File: src/rtl/pim_seq_pkg.sv
// Shared definitions for the PIM immediate sequencer: the FSM state type and
// default widths that tie the sequencer to its sibling shift register.
package pim_seq_pkg;

  localparam int PIM_IMM_N  = 25;
  localparam int PIM_COL_AW = 8;

  typedef enum logic [1:0] {
    IDLE = 2'd0,
    RUN  = 2'd1,
    DONE = 2'd2
  } seq_state_t;

endpackage

File: src/rtl/imm_bit_sequencer.sv
// Steps the bit-serial immediate shift register one bit per accepted crossbar
// operation, presenting each bit LSB first with its target column.
module imm_bit_sequencer
  import pim_seq_pkg::*;
#(
  parameter int N  = PIM_IMM_N,
  parameter int CW = 5,
  parameter int AW = PIM_COL_AW
) (
  input  logic          clk,
  input  logic          rst,
  input  logic          start_valid,
  output logic          start_ready,
  input  logic [CW-1:0] start_len,
  input  logic [AW-1:0] start_col,
  output logic          pim_load,
  output logic          update_load,
  input  logic          imm_bit,
  input  logic          abort,
  output logic          op_valid,
  output logic          op_bit,
  output logic [AW-1:0] op_col,
  input  logic          op_ready,
  output logic          busy,
  output logic          done
);

  localparam logic [CW-1:0] N_MAX = CW'(N);

  seq_state_t    state;
  logic [CW-1:0] idx;
  logic [CW-1:0] len;
  logic [AW-1:0] base;
  logic [CW-1:0] len_clamped;
  logic          accept;
  logic          fire;
  logic          in_run;

  // start_ready is gated by rst so that nothing, not even a load strobe, leaks out during reset
  assign in_run      = (state == RUN);
  assign start_ready = (state == IDLE) && !rst;
  assign accept      = start_valid && start_ready;
  assign fire        = in_run && op_ready && !abort;
  assign len_clamped = (start_len > N_MAX) ? N_MAX : start_len;

  assign pim_load    = accept;
  assign update_load = fire;
  assign op_valid    = in_run;
  assign op_bit      = in_run && imm_bit;
  assign op_col      = in_run ? (base + AW'(idx)) : '0;
  assign busy        = (state != IDLE);
  assign done        = (state == DONE);

  always_ff @(posedge clk or posedge rst) begin
    if (rst) begin
      state <= IDLE;
      idx   <= '0;
      len   <= '0;
      base  <= '0;
    end else begin
      case (state)
        IDLE: begin
          if (accept) begin
            len   <= len_clamped;
            base  <= start_col;
            idx   <= '0;
            state <= (len_clamped == '0) ? DONE : RUN;
          end
        end
        RUN: begin
          // abort wins over op_ready; a stalled cycle leaves idx and the register untouched
          if (abort) begin
            state <= IDLE;
          end else if (fire) begin
            idx <= idx + CW'(1);
            if (idx == len - CW'(1)) state <= DONE;
          end
        end
        DONE:    state <= IDLE;
        default: state <= IDLE;
      endcase
    end
  end

endmodule
File: config.mk
export PLATFORM = sky130hd
export DESIGN_NAME = imm_bit_sequencer
export DESIGN_NICKNAME = d
export VERILOG_FILES = /design/src/rtl/pim_seq_pkg.sv /design/src/rtl/imm_bit_sequencer.sv
export SDC_FILE = /design/constraint.sdc
export NUM_CORES = 1
export LEC_CHECK = 0
export ABC_AREA = 1
export BUFFER_PORTS_ARGS = -buffer_cell sky130_fd_sc_hd__buf_2
export CAP_MARGIN = 10
export CELL_PAD_IN_SITES_DETAIL_PLACEMENT = 1
export CELL_PAD_IN_SITES_GLOBAL_PLACEMENT = 2
export CORE_MARGIN = 1.5
export CORE_UTILIZATION = 27
export CTS_BUF_LIST = sky130_fd_sc_hd__clkbuf_8
export CTS_CLUSTER_DIAMETER = 60
export DETAILED_ROUTE_END_ITERATION = 16
export PLACE_DENSITY = 0.88
export SYNTH_ARGS = -nofsm -noshare
export SYNTH_HDL_FRONTEND = slang
export SYNTH_SLANG_ARGS = --single-unit
File: constraint.sdc
create_clock -name clk -period 1.9 [get_ports clk]
set_clock_uncertainty 0.1 [all_clocks]
set_input_delay 0.285 -clock clk [delete_from_list [all_inputs] [get_ports clk]]
set_output_delay 0.285 -clock clk [all_outputs]
set_load 0.05 [all_outputs]
==> results list <==
* Register area share after synthesis: 36.6%
* Via-per-instance ratio: 4.62
* Antenna violations before repair: 0
* Synth top area cells: sky130_fd_sc_hd__dfrtp_1, sky130_fd_sc_hd__nand2_1, sky130_fd_sc_hd__inv_1
* Overall global routing resource usage: 17.2%
* Average footprint of a synthesized cell: 7.16 um2
* Post-synth ARST share: 100%
* TritonCTS Sinks: 20
* VDD IR-drop max: 0.355 mV
- ANT cells: 0
- Unrepaired setup endpoints after global routing: yes
- The worst register-to-register path begins at idx[0].
* Placer congestion estimate: 0.753
- Width of the die: 74.2 um
- Die boundary height: 74.2 um
- Count of cell types in the netlist: 29
- For this configuration, the core starts out at a cell density of 28.6%.
- Insertion delay to the later sink of the worst-skew pair: 260 ps
- After floorplanning, the core was divided into 25 placement rows.
- Number of flops mapped to enable cells by yosys: 0
- The tool flagged a number of max-cap violations equal to 0.
* Post-layout minimum cycle time: 2360 ps
- The number of nets in the synthesized netlist is 218.
- Library cell with the largest summed area after synthesis: sky130_fd_sc_hd__dfrtp_1
- For flop-to-flop paths, the worst setup slack is 260 ps.
* Startpoint types: register
* Share of final-layout standard cells stronger than drive strength 1: 39.4%
- Port buffering added 33 buffers.
* Type of the tightest min-delay check: in2async
- Total congestion overflow after global routing: 0
* Crit Path Max Fanout: 2
- Violated checks: setup timing
- The most used flip-flop cell after synthesis is sky130_fd_sc_hd__dfrtp_1.
* Post-detailed-placement half-perimeter wirelength: 3.12 mm
- In this run, synthesis produced a sequential element count of 20.
* Worst reg-to-reg path cell count: 6
- The root buffer cell chosen for the clock tree is sky130_fd_sc_hd__clkbuf_8.
- The top cell type by area accounts for 36.6% of the synthesized area.
- Total I/O pin count: 34
* Pleak: 1.07 nW
- Static timing analysis puts the maximum clock frequency at 0.424 GHz.
- Post-synthesis xor/xnor area fraction: 1.92%
- The synthesized netlist devotes 11.3% of its cell area to compound gates.
- Setup slack on the critical path of the routed design comes to -458 ps.
- Result of the run: finished with violations
- Final setup violation count: 7
- The first global-routing pass estimated 7.12 mm of wire.
- In the synthesized netlist, mux cells make up 0% of the area.
- DRC errors left: 0
- Clk slew on worst S/H paths: 80 ps
* Netlist Area Pre-Place: 1370 um2
- Post-layout utilization of the core: 43.4%
- Data required time at the worst endpoint: 1510 ps
- In this run the remaining antenna-violating nets after routing total 0.
- The via count of the first global-routing pass is 1,541.
- Critical register-to-register path endpoint: idx[2]
- 1st-pass router iterations: 4
* Synth warnings: 0
- In this run the power density over the cells is 1200 nW/um2.
- Final hold viol count: 0
* Maximum number of buffers from clock root to sink: 2
- The detailed router placed 1,468 vias in this run.
* Share of the clock period used by the worst path after layout: 124%
- The total count of max-transition violations in the final report was 0.
- Before CTS, the worst setup slack after placement is -266 ps.
- TritonCTS clock tree: done
- Cells after Synth: 191
- Dominant combinational cell family by area after synthesis: simple AND/OR/NAND/NOR gates
* CP Data Arrival Time: 1970 ps
* Worst-margin pin slew: 552 ps
* Simple logic cell fraction of the synthesized area: 32.5%
- STA classifies the critical path endpoint as an output pin.
- Post-synthesis share of cell area spent on full adders, half adders and majority gates: 7.87%
- CTS Buf Count: 3
* DR WL/cell: 13.4 um
* Type of the setup path with the least slack: reg2out
- Number of levels the H-tree was split into: 1
- Headroom to the max-slew limit came out at 62.8%.
- Entering global routing, the biggest net connects 21 pins.
- Synthesis-to-finish area growth: 52.0%
- Die area: 5500 um2
- The first routing iteration left 37 violations.
* Post-layout nets: 279
* Core ar.: 4790 um2
* Fill cell instance count of the final layout: 601
- Final Routed Wirelength: 4.27 mm
## metrics by stage
stage	hold WS, ps	TNS (ps)	cell area (um2)	power (mW)	std cells
2_1_floorplan	165	-443	1430	1.46	191
3_3_place_gp	286	-380	1800	1.81	308
3_5_place_dp	299	-603	1800	1.85	308
4_1_cts	3.84	-1870	1990	2.43	314
5_1_grt	71.4	-2570	2080	2.68	318
6_report	35.9	-2070	2080	2.49	318
## how the worst max path moves through the flow
stage,start,end,slack [ps],cells past startpoint
2_1_floorplan,idx[0],op_col[6],-180,9
3_3_place_gp,base[0],op_col[6],-190,11
3_5_place_dp,base[0],op_col[6],-270,11
4_1_cts,base[0],op_col[6],-430,11
5_1_grt,base[0],op_col[6],-540,11
6_report,base[0],op_col[6],-460,11
## report_power, final
group	leakage, nW	total, mW	switching (mW)	internal [mW]
Sequential	0.255	0.663	0.122	0.540
Combinational	0.781	1.39	0.845	0.544
Clock	0.0357	0.439	0.157	0.282
## metal layers
metal,vias up,track usage (%),share of wire [%]
met5,-,0,0
met4,0,7.61,1.9
met3,7,1.22,1.8
met2,25,29.6,51
met1,702,22.0,45
li1,734,-,-
## logic make-up after synthesis
kind of cell,after synthesis
AO/OA/AOI/OAI,26
adder cells (fa/ha/maj),8
buffers and inverters,32
XOR/XNOR,3
flip-flops,20
AND/OR/NAND/NOR,102
## cell usage in the layout (no fill, tap or decap), types with 3 or more instances in the layout
| cell type | n |
|---|---|
| sky130_fd_sc_hd__nand2_1 | 51 |
| sky130_fd_sc_hd__inv_1 | 25 |
| sky130_fd_sc_hd__buf_4 | 25 |
| sky130_fd_sc_hd__buf_2 | 23 |
| sky130_fd_sc_hd__dfrtp_1 | 20 |
| sky130_fd_sc_hd__nor2_1 | 14 |
| sky130_fd_sc_hd__nand3_1 | 11 |
| sky130_fd_sc_hd__o21ai_0 | 9 |
| sky130_fd_sc_hd__nand4_1 | 7 |
| sky130_fd_sc_hd__nor2_4 | 6 |
| sky130_fd_sc_hd__buf_6 | 6 |
| sky130_fd_sc_hd__nand2_2 | 5 |
| sky130_fd_sc_hd__inv_2 | 3 |
| sky130_fd_sc_hd__a21oi_1 | 3 |
| sky130_fd_sc_hd__a21oi_2 | 3 |
| sky130_fd_sc_hd__ha_4 | 3 |
| sky130_fd_sc_hd__clkbuf_8 | 3 |
## worst max-delay path, cell delays in order (launching register included)
cell,delay (ps)
sky130_fd_sc_hd__dfrtp_1,390
sky130_fd_sc_hd__ha_2,200
sky130_fd_sc_hd__fa_2,350
sky130_fd_sc_hd__nand3_2,70
sky130_fd_sc_hd__nand3_2,90
sky130_fd_sc_hd__nand2_2,80
sky130_fd_sc_hd__inv_2,40
sky130_fd_sc_hd__o21ai_2,120
sky130_fd_sc_hd__nand2_1,70
sky130_fd_sc_hd__nand2_2,70
sky130_fd_sc_hd__nor2_4,50
sky130_fd_sc_hd__buf_6,150
## cell usage after synthesis, drive strengths merged, types with 2 or more instances
cell type  instances
a21oi              8
buf                2
dfrtp             20
ha                 7
inv               29
nand2             56
nand3             14
nand4              7
nor2              22
o21ai             12
o22ai              2
o31ai              2
xnor2              2
## cell type report
type	count	area, um2	share of cell area [%]
Timing Repair Buffer	58	415	20.0
Clock inverter	1	30.0	1.44
Sequential cell	20	500	24.1
Inverter	30	119	5.72
Tap cell	67	83.8	4.03
Multi-Input combinational cell	139	888	42.7
Clock buffer	3	41.3	1.99
## sequential cells by signal, indices dropped and copies added (netlist names)
| signal | count |
|---|---|
| base | 8 |
| idx | 5 |
| len | 5 |
| state | 2 |
## timing repair
item / in CTS / in global routing
hold buffers: 0 / 0
resized for setup: 27 / 15
endpoints found under the setup margin: 8 / 9
setup buffers: 2 / 5
pin swaps: 3 / 2
(Power assumes the default switching activity.)
